--- config.mk ---
export PLATFORM = sky130hd
export DESIGN_NAME = rate_divider_bank_flat
export DESIGN_NICKNAME = d
export VERILOG_FILES = /design/src/rtl/rate_divider_bank_pkg.sv /design/src/rtl/rate_divider_bank_if.sv /design/src/rtl/rate_divider_bank_div_channel.sv /design/src/rtl/rate_divider_bank.sv /design/src/flat_wrapper.sv
export SDC_FILE = /design/constraint.sdc
export NUM_CORES = 1
export LEC_CHECK = 0
export BUFFER_PORTS_ARGS = -buffer_cell sky130_fd_sc_hd__buf_2
export CAP_MARGIN = 20
export CORE_UTILIZATION = 25
export CTS_BUF_LIST = sky130_fd_sc_hd__clkbuf_16
export DETAILED_ROUTE_END_ITERATION = 12
export PLACE_DENSITY = 0.48
export SYNTH_ARGS = -nofsm -noshare
export SYNTH_HDL_FRONTEND = slang
export SYNTH_SLANG_ARGS = --single-unit
--- constraint.sdc ---
create_clock -name clk -period 14.34 [get_ports clk]
set_clock_uncertainty 0.05 [all_clocks]
set_input_delay 0.717 -clock clk [delete_from_list [all_inputs] [get_ports clk]]
set_output_delay 0.717 -clock clk [all_outputs]
set_load 0.005 [all_outputs]
--- src/rtl/rate_divider_bank_pkg.sv ---
// Shared widths, standard divide ratios and the reset-divisor packer for the divider bank.
// Latency: n/a (declarations only).
// Backpressure: n/a.
package clk_div_pkg;

   localparam int CNT_W      = 32;
   localparam int DEF_NUM_CH = 4;

   typedef logic [CNT_W-1:0] div_t;

   // Standard rates from the master clock
   localparam div_t VGA_DIV  = div_t'(2);
   localparam div_t SEG_DIV  = div_t'(100);
   localparam div_t HZ1_DIV  = div_t'(2000);
   localparam div_t CHAR_DIV = div_t'(8000);

   // Pack four per-channel divisors, channel 0 in the least significant slot
   function automatic logic [DEF_NUM_CH*CNT_W-1:0] packDefDiv(
      input div_t d0,
      input div_t d1,
      input div_t d2,
      input div_t d3
   );
      return {d3, d2, d1, d0};
   endfunction

endpackage

--- src/rtl/rate_divider_bank_if.sv ---
// Control and strobe bundle between a divider bank and its user.
// Latency: n/a (wires only).
// Backpressure: none; strobes are free-running, writes always accepted.
interface rate_divider_bank_if #(
   parameter int NUM_CH = 4,
   parameter int CNT_W  = 32,
   parameter int CH_W   = (NUM_CH > 1) ? $clog2(NUM_CH) : 1
);
   import clk_div_pkg::*;

   logic              en;
   logic              sync;
   logic              cfg_we;
   logic [CH_W-1:0]   cfg_ch;
   logic [CNT_W-1:0]  cfg_div;
   logic [NUM_CH-1:0] tick;
   logic [NUM_CH-1:0] square;
   logic [NUM_CH-1:0] active;

   modport master (
      output en, sync, cfg_we, cfg_ch, cfg_div,
      input  tick, square, active
   );

   modport slave (
      input  en, sync, cfg_we, cfg_ch, cfg_div,
      output tick, square, active
   );

endinterface

--- src/rtl/rate_divider_bank_div_channel.sv ---
// One integer divider: up-counter with active/pending divisor, tick strobe and square output.
// Latency: tick registered on the Nth enabled edge after a restart; divisor swaps at terminal count.
// Backpressure: none; en=0 freezes the count, writes always land in the pending divisor.
module div_channel #(
   parameter int                CNT_W   = clk_div_pkg::CNT_W,
   parameter logic [CNT_W-1:0]  DEF_DIV = CNT_W'(2)
) (
   input  logic             clk,
   input  logic             rst,
   input  logic             en,
   input  logic             sync,
   input  logic             cfgWe,
   input  logic [CNT_W-1:0] cfgDiv,
   output logic             tick,
   output logic             square,
   output logic             active
);
   import clk_div_pkg::*;

   logic [CNT_W-1:0] cnt;
   logic [CNT_W-1:0] activeDiv;
   logic [CNT_W-1:0] pendingDiv;
   logic [CNT_W-1:0] pendNext;
   logic             atTerm;

   // A write on this edge overrides the stored pending value, so a write that
   // coincides with terminal count is the divisor that gets loaded.
   assign pendNext = cfgWe ? cfgDiv : pendingDiv;

   // Only N-1 is compared, so the largest divisor never needs an extra counter bit.
   assign atTerm = (activeDiv != '0) && (cnt == activeDiv - CNT_W'(1));

   assign active = (activeDiv != '0);

   // Counter, divisor hand-over and strobe registers; sync outranks everything but reset.
   always_ff @(posedge clk or posedge rst) begin
      if (rst) begin
         cnt        <= '0;
         tick       <= 1'b0;
         square     <= 1'b0;
         activeDiv  <= DEF_DIV;
         pendingDiv <= DEF_DIV;
      end else begin
         pendingDiv <= pendNext;
         if (sync) begin
            cnt       <= '0;
            tick      <= 1'b0;
            square    <= 1'b0;
            activeDiv <= pendNext;
         end else if (!en) begin
            tick <= 1'b0;
         end else if (activeDiv == '0) begin
            // Stopped channel picks up whatever was programmed and restarts from zero
            activeDiv <= pendingDiv;
            cnt       <= '0;
            tick      <= 1'b0;
         end else if (atTerm) begin
            cnt       <= '0;
            tick      <= 1'b1;
            square    <= ~square;
            activeDiv <= pendNext;
         end else begin
            cnt  <= cnt + CNT_W'(1);
            tick <= 1'b0;
         end
      end
   end

endmodule

--- src/rtl/rate_divider_bank.sv ---
// Bank of NUM_CH independent rate dividers sharing one clock, enable and phase sync.
// Latency: outputs registered; divisor writes reach the pending register on the next edge.
// Backpressure: none; out-of-range channel writes are dropped.
module rate_divider_bank #(
   parameter int                       NUM_CH  = 4,
   parameter int                       CNT_W   = clk_div_pkg::CNT_W,
   parameter int                       CH_W    = (NUM_CH > 1) ? $clog2(NUM_CH) : 1,
   parameter logic [NUM_CH*CNT_W-1:0]  DEF_DIV = clk_div_pkg::packDefDiv(
      clk_div_pkg::VGA_DIV, clk_div_pkg::SEG_DIV,
      clk_div_pkg::HZ1_DIV, clk_div_pkg::CHAR_DIV)
) (
   input  logic               clk,
   input  logic               rst,
   rate_divider_bank_if.slave bus
);
   import clk_div_pkg::*;

   logic [NUM_CH-1:0] chWe;

   for (genvar g = 0; g < NUM_CH; g++) begin : gCh
      // Channel numbers beyond NUM_CH match no slot, so such writes vanish here
      assign chWe[g] = bus.cfg_we && (bus.cfg_ch == CH_W'(g));

      div_channel #(
         .CNT_W   (CNT_W),
         .DEF_DIV (DEF_DIV[g*CNT_W +: CNT_W])
      ) uCh (
         .clk    (clk),
         .rst    (rst),
         .en     (bus.en),
         .sync   (bus.sync),
         .cfgWe  (chWe[g]),
         .cfgDiv (bus.cfg_div),
         .tick   (bus.tick[g]),
         .square (bus.square[g]),
         .active (bus.active[g])
      );
   end

endmodule

--- src/flat_wrapper.sv ---
// flat-port wrapper written by rule: the top's interface ports become plain ports
module rate_divider_bank_flat import clk_div_pkg::*;
#(
   parameter int                       NUM_CH  = 4,
   parameter int                       CNT_W   = clk_div_pkg::CNT_W,
   parameter int                       CH_W    = (NUM_CH > 1) ? $clog2(NUM_CH) : 1,
   parameter logic [NUM_CH*CNT_W-1:0]  DEF_DIV = clk_div_pkg::packDefDiv(
      clk_div_pkg::VGA_DIV, clk_div_pkg::SEG_DIV,
      clk_div_pkg::HZ1_DIV, clk_div_pkg::CHAR_DIV)
)
  (clk, rst, bus_en, bus_sync, bus_cfg_we, bus_cfg_ch, bus_cfg_div, bus_tick, bus_square, bus_active);
  rate_divider_bank_if #(.NUM_CH(NUM_CH), .CNT_W(CNT_W), .CH_W(CH_W)) bus_i ();
  input  logic clk;
  input  logic rst;
  input wire logic [$bits(bus_i.en)-1:0] bus_en;
  input wire logic [$bits(bus_i.sync)-1:0] bus_sync;
  input wire logic [$bits(bus_i.cfg_we)-1:0] bus_cfg_we;
  input wire logic [$bits(bus_i.cfg_ch)-1:0] bus_cfg_ch;
  input wire logic [$bits(bus_i.cfg_div)-1:0] bus_cfg_div;
  output wire logic [$bits(bus_i.tick)-1:0] bus_tick;
  output wire logic [$bits(bus_i.square)-1:0] bus_square;
  output wire logic [$bits(bus_i.active)-1:0] bus_active;
  assign bus_i.en = bus_en;
  assign bus_i.sync = bus_sync;
  assign bus_i.cfg_we = bus_cfg_we;
  assign bus_i.cfg_ch = bus_cfg_ch;
  assign bus_i.cfg_div = bus_cfg_div;
  assign bus_tick = bus_i.tick;
  assign bus_square = bus_i.square;
  assign bus_active = bus_i.active;
  rate_divider_bank #(.NUM_CH(NUM_CH), .CNT_W(CNT_W), .CH_W(CH_W), .DEF_DIV(DEF_DIV)) u_core (.clk(clk), .rst(rst), .bus(bus_i));
endmodule
## Word level (Yosys, flattened, before mapping)

Cells that the tools add are included.

| operators by class | value |
|---|---|
| reduce and logical (&&, ||, !) cells | 34 |
| eq/ne operators | 11 |
| add/subtract/negate cells | 8 |
| mux-type cells | 68 |
| bitwise operators | 4 |

Operator list:

| cell | number |
|---|---|
| two-way mux 32 bit | 36 |
| adder 32 x 1 -> 32 bit (second input constant) | 4 |
| == test 32 bit | 4 |
| logical NOT 32 bit | 4 |
| nonzero test 32 bit | 4 |
| subtractor 32 x 1 -> 32 bit (second input constant) | 4 |
| two-way mux 1 bit | 32 |
| AND reduction 3 bit | 4 |
| nonzero test 3 bit | 4 |
| nonzero test 2 bit | 5 |
| logical AND 1 bit | 8 |
| inequality test 2 bit (second input constant) | 4 |
| AND reduction 2 bit | 4 |
| == test 2 bit (second input constant) | 2 |
| NOT 1 bit | 4 |
| == test 2 x 1 -> 1 bit (second input constant) | 1 |
| logical NOT 2 bit | 1 |

| storage, ports and cells | value |
|---|---|
| input bits | 39 |
| bits in registers | 392 |

## Logic depth before layout (Yosys ltp)

| logic depth | value |
|---|---|
| depth after elaboration | 7 |
| depth in mapped cells | 15 |

## By module

A second synthesis with hierarchy kept.

| unflattened totals | value |
|---|---|
| cells, all modules | 2320 |
| area, all modules | 23082.1 µm² |

By module, submodules not included:

| module | cells an instance | sequential area each (µm²) | area each (µm²) | instances |
|---|---|---|---|---|
| div_channel at u_core.gCh[2].uCh ... | 571 | 2467.4 | 5723.0 | 2 |
| div_channel at u_core.gCh[1].uCh | 587 | 2459.9 | 5801.8 | 1 |
| div_channel at u_core.gCh[0].uCh | 587 | 2454.9 | 5796.8 | 1 |
| rate_divider_bank | 4 | 0.0 | 37.5 | 1 |

## Least setup slack after synthesis

No wires, ideal clock.

| timing path | value |
|---|---|
| path kind | flip-flop to flip-flop |
| start point | register u_core.gCh[3].uCh.activeDiv[0] |
| end point | register u_core.gCh[3].uCh.activeDiv[13] |
| data required time | 14165 ps |
| cell stages (with the launch flop) | 14 |
| arrival time | 3539 ps |
| path slack | 10626 ps |
| path buffers | 2 |
| period minus slack after synthesis | 3714 ps |
| setup time | 125 ps |
| cell sequence | dfrtp_1 > inv_1 > ha_1 > or3b_2 > clkbuf_1 > nor4_1 > and4_1 > o21ai_0 > nand3_1 > nand2_1 > or4b_4 > a31oi_4 > buf_4 > mux2_2 |

| between the ends | value |
|---|---|
| cells in the longest elaborated chain, start to end | 5 |

RTL lines:

| element | line | text |
|---|---|---|
| from (decl) | rate_divider_bank_div_channel.sv:21 | `logic [CNT_W-1:0] activeDiv;` |
| from (signal assigned) | rate_divider_bank_div_channel.sv:49 | `activeDiv <= pendNext;` |
| from (signal assigned) | rate_divider_bank_div_channel.sv:54 | `activeDiv <= pendingDiv;` |
| from (signal assigned) | rate_divider_bank_div_channel.sv:61 | `activeDiv <= pendNext;` |
| subtractor 32 x 1 -> 32 bit | rate_divider_bank_div_channel.sv:31 | `assign atTerm = (activeDiv != '0) && (cnt == activeDiv - CNT_W'(1));` |
| == test 32 bit | rate_divider_bank_div_channel.sv:31 |  |
| logical AND 1 bit | rate_divider_bank_div_channel.sv:31 |  |
| nonzero test 3 bit (no source line) | - |  |
| AND reduction 2 bit (no source line) | - |  |

Several ways; a longest one is shown, not always the timed one. The select of a mux whose other input is x is not followed.
A chain may end at the register's enable or synchronous reset.

## Worst setup path after layout

| timing path | value |
|---|---|
| start point | register u_core.gCh[3].uCh.activeDiv[9] |
| end point | register u_core.gCh[3].uCh.activeDiv[25] |

Same word-level chain as after synthesis.

==> impl_metrics.env <==
export IMPL_grt_max_degree=116
export IMPL_via_per_inst=4.83
export IMPL_timing_hold_violations_final=0
export IMPL_ys_types=87
export IMPL_numClockSinks=392
export IMPL_gp_congestion=0.875
export IMPL_n_antenna_cell=0
export IMPL_post_route_util_pct=28.4
export IMPL_clockRootBuffer="clkbuf_16"
export IMPL_syn_nets=2357
export IMPL_grt_antenna_before_repair=5
export IMPL_initial_core_util_pct=25.4
export IMPL_gr_total_overflow=0
export IMPL_yosysSeqAreaShare_pct=42.2
export IMPL_finalMaxSlewViolations=0
export IMPL_rsz0062_at_grt="no"
export IMPL_io_pin_count=51
export IMPL_die_w_um=308
export IMPL_grt_pass1_vias=17200
export IMPL_die_h_um=308
export IMPL_cts_repair_resized=0
export IMPL_timing_fmax_ghz=0.199
export IMPL_fin_setup_tns_ns=0
export IMPL_firstDrtPassIters=5
export IMPL_cts_setup_buffers=0
export IMPL_place_area_sq_um=24700
export IMPL_placement_io_buffers=50
export IMPL_ys_warnings_count=0
export IMPL_fin_crit_sh_pct=35.1
export IMPL_power_switching_w=0.00108
export IMPL_track_usage_pct=14.1
export IMPL_worst_slew_pin_slew_ns=1.08
export IMPL_synth_seq_cells=392
export IMPL_start_kind="flip-flop"
export IMPL_syn_inst=2306
export IMPL_drc_errors=0
export IMPL_p_per_area_nw_per_um2=129
export IMPL_cp_data_arrival_time_ns=5.43
export IMPL_clock_latency_ns=0.58
export IMPL_slew_headroom_pct=27.7
export IMPL_area_growth_pct=12.0
export IMPL_synth_edf_count=0
export IMPL_avgSynthCellArea_sq_um=10.1
export IMPL_clockBufferDepth=3
export IMPL_cts_tree="yes"
export IMPL_hpwl_mm=48.4
export IMPL_combinationalPowerShare_pct=21.9
export IMPL_htreeDepth=2
export IMPL_end_kind="flip-flop"
export IMPL_synth_area_sq_um=23300
export IMPL_hold_class="primary input to asynchronous set/reset pin"
export IMPL_ff_latch_area_sq_um=9850
export IMPL_cts_buffers=43
export IMPL_via_count=17300
export IMPL_p_leak_nw=10.6
export IMPL_coreArea_sq_um=92100
export IMPL_ys_flop_type="dfrtp_1"
export IMPL_wl_per_cell_um=18.8
export IMPL_dieArea_sq_um=94600
export IMPL_max_cap_violations=0
export IMPL_setup_viol=0
export IMPL_worst_ep_required_time_ns=14.74
export IMPL_clkPwrFrac_pct=33.6
export IMPL_final_area_sq_um=26100
export IMPL_postCtsHoldBufs=0
export IMPL_multi_input_area_sq_um=12500
export IMPL_fin_crit_ns=5.03
export IMPL_fin_nets=2344
export IMPL_drive_above_1_share_pct=19.4
export IMPL_run_status="finished clean"
export IMPL_first_iter_violations=1074
export IMPL_clk_pin_slew_ns=0.06
export IMPL_fin_ws_ns=9.31
export IMPL_grt_pass1_wl_mm=104
export IMPL_p_int_w=0.00228
export IMPL_criticalPathCategory="flip-flop to flip-flop"
export IMPL_mostFrequentLayoutCells="360 x dfrtp_1, 243 x mux2_2, 199 x nor2_1"
export IMPL_dp_slack_ns=9.33
export IMPL_async_reset_ff_share_pct=100
export IMPL_vdd_drop_max_v=0.0000700
export IMPL_std_cell_rows=111
export IMPL_switching_share_pct=32.1
export IMPL_postRouteAntennaNets=0
export IMPL_fillCellCount=9585
export IMPL_final_common_cell="dfrtp_1"
export IMPL_critical_path_max_fanout=36
export IMPL_share_seq_of_total_power_pct=44.5
export IMPL_wirelength_mm=67.2
==> registers in the layout (all words and copies together), names as in the netlist <==
signal,cells
u_core.gCh.uCh.cnt,128
u_core.gCh.uCh.square,4
u_core.gCh.uCh.pendingDiv,128
u_core.gCh.uCh.tick,4
u_core.gCh.uCh.activeDiv,128
==> logic make-up (layout without fill, tap and decap cells) <==
kind of cell	count (synthesis)	count (layout)	synth area share (%)
DFF	392	392	42.2
adders and majority gates	12	12	0.643
buffers and inverters	231	252	4.38
AOI/OAI and AO/OA	236	236	7.13
and+or+nand+nor	804	804	18.6
muxes	373	373	17.4
xor gates and xnor gates	258	258	9.74
==> final cells by class <==
| type | instances | share of cell area, % |
|---|---|---|
| inverters | 101 | 1.48 |
| clock buffers | 45 | 4.31 |
| clock inverters | 34 | 1.08 |
| well taps | 1243 | 5.95 |
| flip-flops and latches | 392 | 37.7 |
| multi-input cells | 1683 | 47.8 |
| repair buffers | 72 | 1.67 |
==> metrics by stage <==
stage	hold slack (ns)	total power (W)	cells
after CTS	0.232	0.00341	3569
final	0.200	0.00336	3570
after floorplan	0.415	0.00203	2306
after global routing	0.264	0.00355	3570
after detailed placement	0.434	0.00225	3490
after global placement	0.438	0.00223	3490
==> worst max-delay path, stage by stage, from the launching register on <==
cell and delay, ns:
dfstp_2 0.41, nor4_1 0.66, and4_1 0.74, a21oi_1 0.18, nor4_1 0.28, and4_1 0.25, nand4b_1 0.11, or4b_4 0.63
a31oi_4 0.68, buf_4 0.49, mux2_2 0.38
==> final timing paths <==
check                                                     from                              end  slack [ns]  depth (start not counted)
worst max register to register  u_core.gCh[3].uCh.activeDiv[9]  u_core.gCh[3].uCh.activeDiv[25]        9.31                         10
worst min register to register  u_core.gCh[2].uCh.activeDiv[7]   u_core.gCh[2].uCh.activeDiv[7]        0.44                          2
max in group asynchronous                                  rst        u_core.gCh[2].uCh.cnt[10]       11.95                          5
worst min-delay path                                       rst        u_core.gCh[3].uCh.cnt[24]        0.20                          2
min in group clk                u_core.gCh[2].uCh.activeDiv[7]   u_core.gCh[2].uCh.activeDiv[7]        0.44                          2
worst max-delay path            u_core.gCh[3].uCh.activeDiv[9]  u_core.gCh[3].uCh.activeDiv[25]        9.31                         10
==> cell usage after synthesis, types with 52 or more instances <==
| library cell | count | share of area, % |
|---|---|---|
| nor4_1 | 52 | 1.4 |
| nor3_1 | 75 | 1.6 |
| nor2_1 | 201 | 3.2 |
| xnor2_1 | 123 | 4.6 |
| mux2_2 | 243 | 12 |
| xor2_1 | 134 | 5.0 |
| nand2_1 | 127 | 2.0 |
| nand3_1 | 68 | 1.5 |
| dfrtp_1 | 360 | 39 |
| nand4_1 | 66 | 1.8 |
| mux2i_1 | 129 | 5.5 |
| inv_1 | 100 | 1.6 |
| clkbuf_1 | 80 | 1.3 |
==> power by group through the flow <==
stage / clock network, W / registers [W] / logic [W]
2_1_floorplan: 0 / 0.00142 / 0.000610
3_3_place_gp: 0 / 0.00150 / 0.000728
3_5_place_dp: 0 / 0.00151 / 0.000737
4_1_cts: 0.00117 / 0.00149 / 0.000742
5_1_grt: 0.00121 / 0.00152 / 0.000815
6_report: 0.00113 / 0.00150 / 0.000737
==> per-layer routing <==
metal / global-route usage [%] / part of all wire [%] / wire, um
met5: 0 / 0.048 / 32
met2: 23.6 / 48 / 32100
met3: 2.07 / 3.6 / 2410
met1: 18.6 / 46 / 30600
met4: 4.52 / 2.9 / 1960
(Power assumes the default switching activity.)
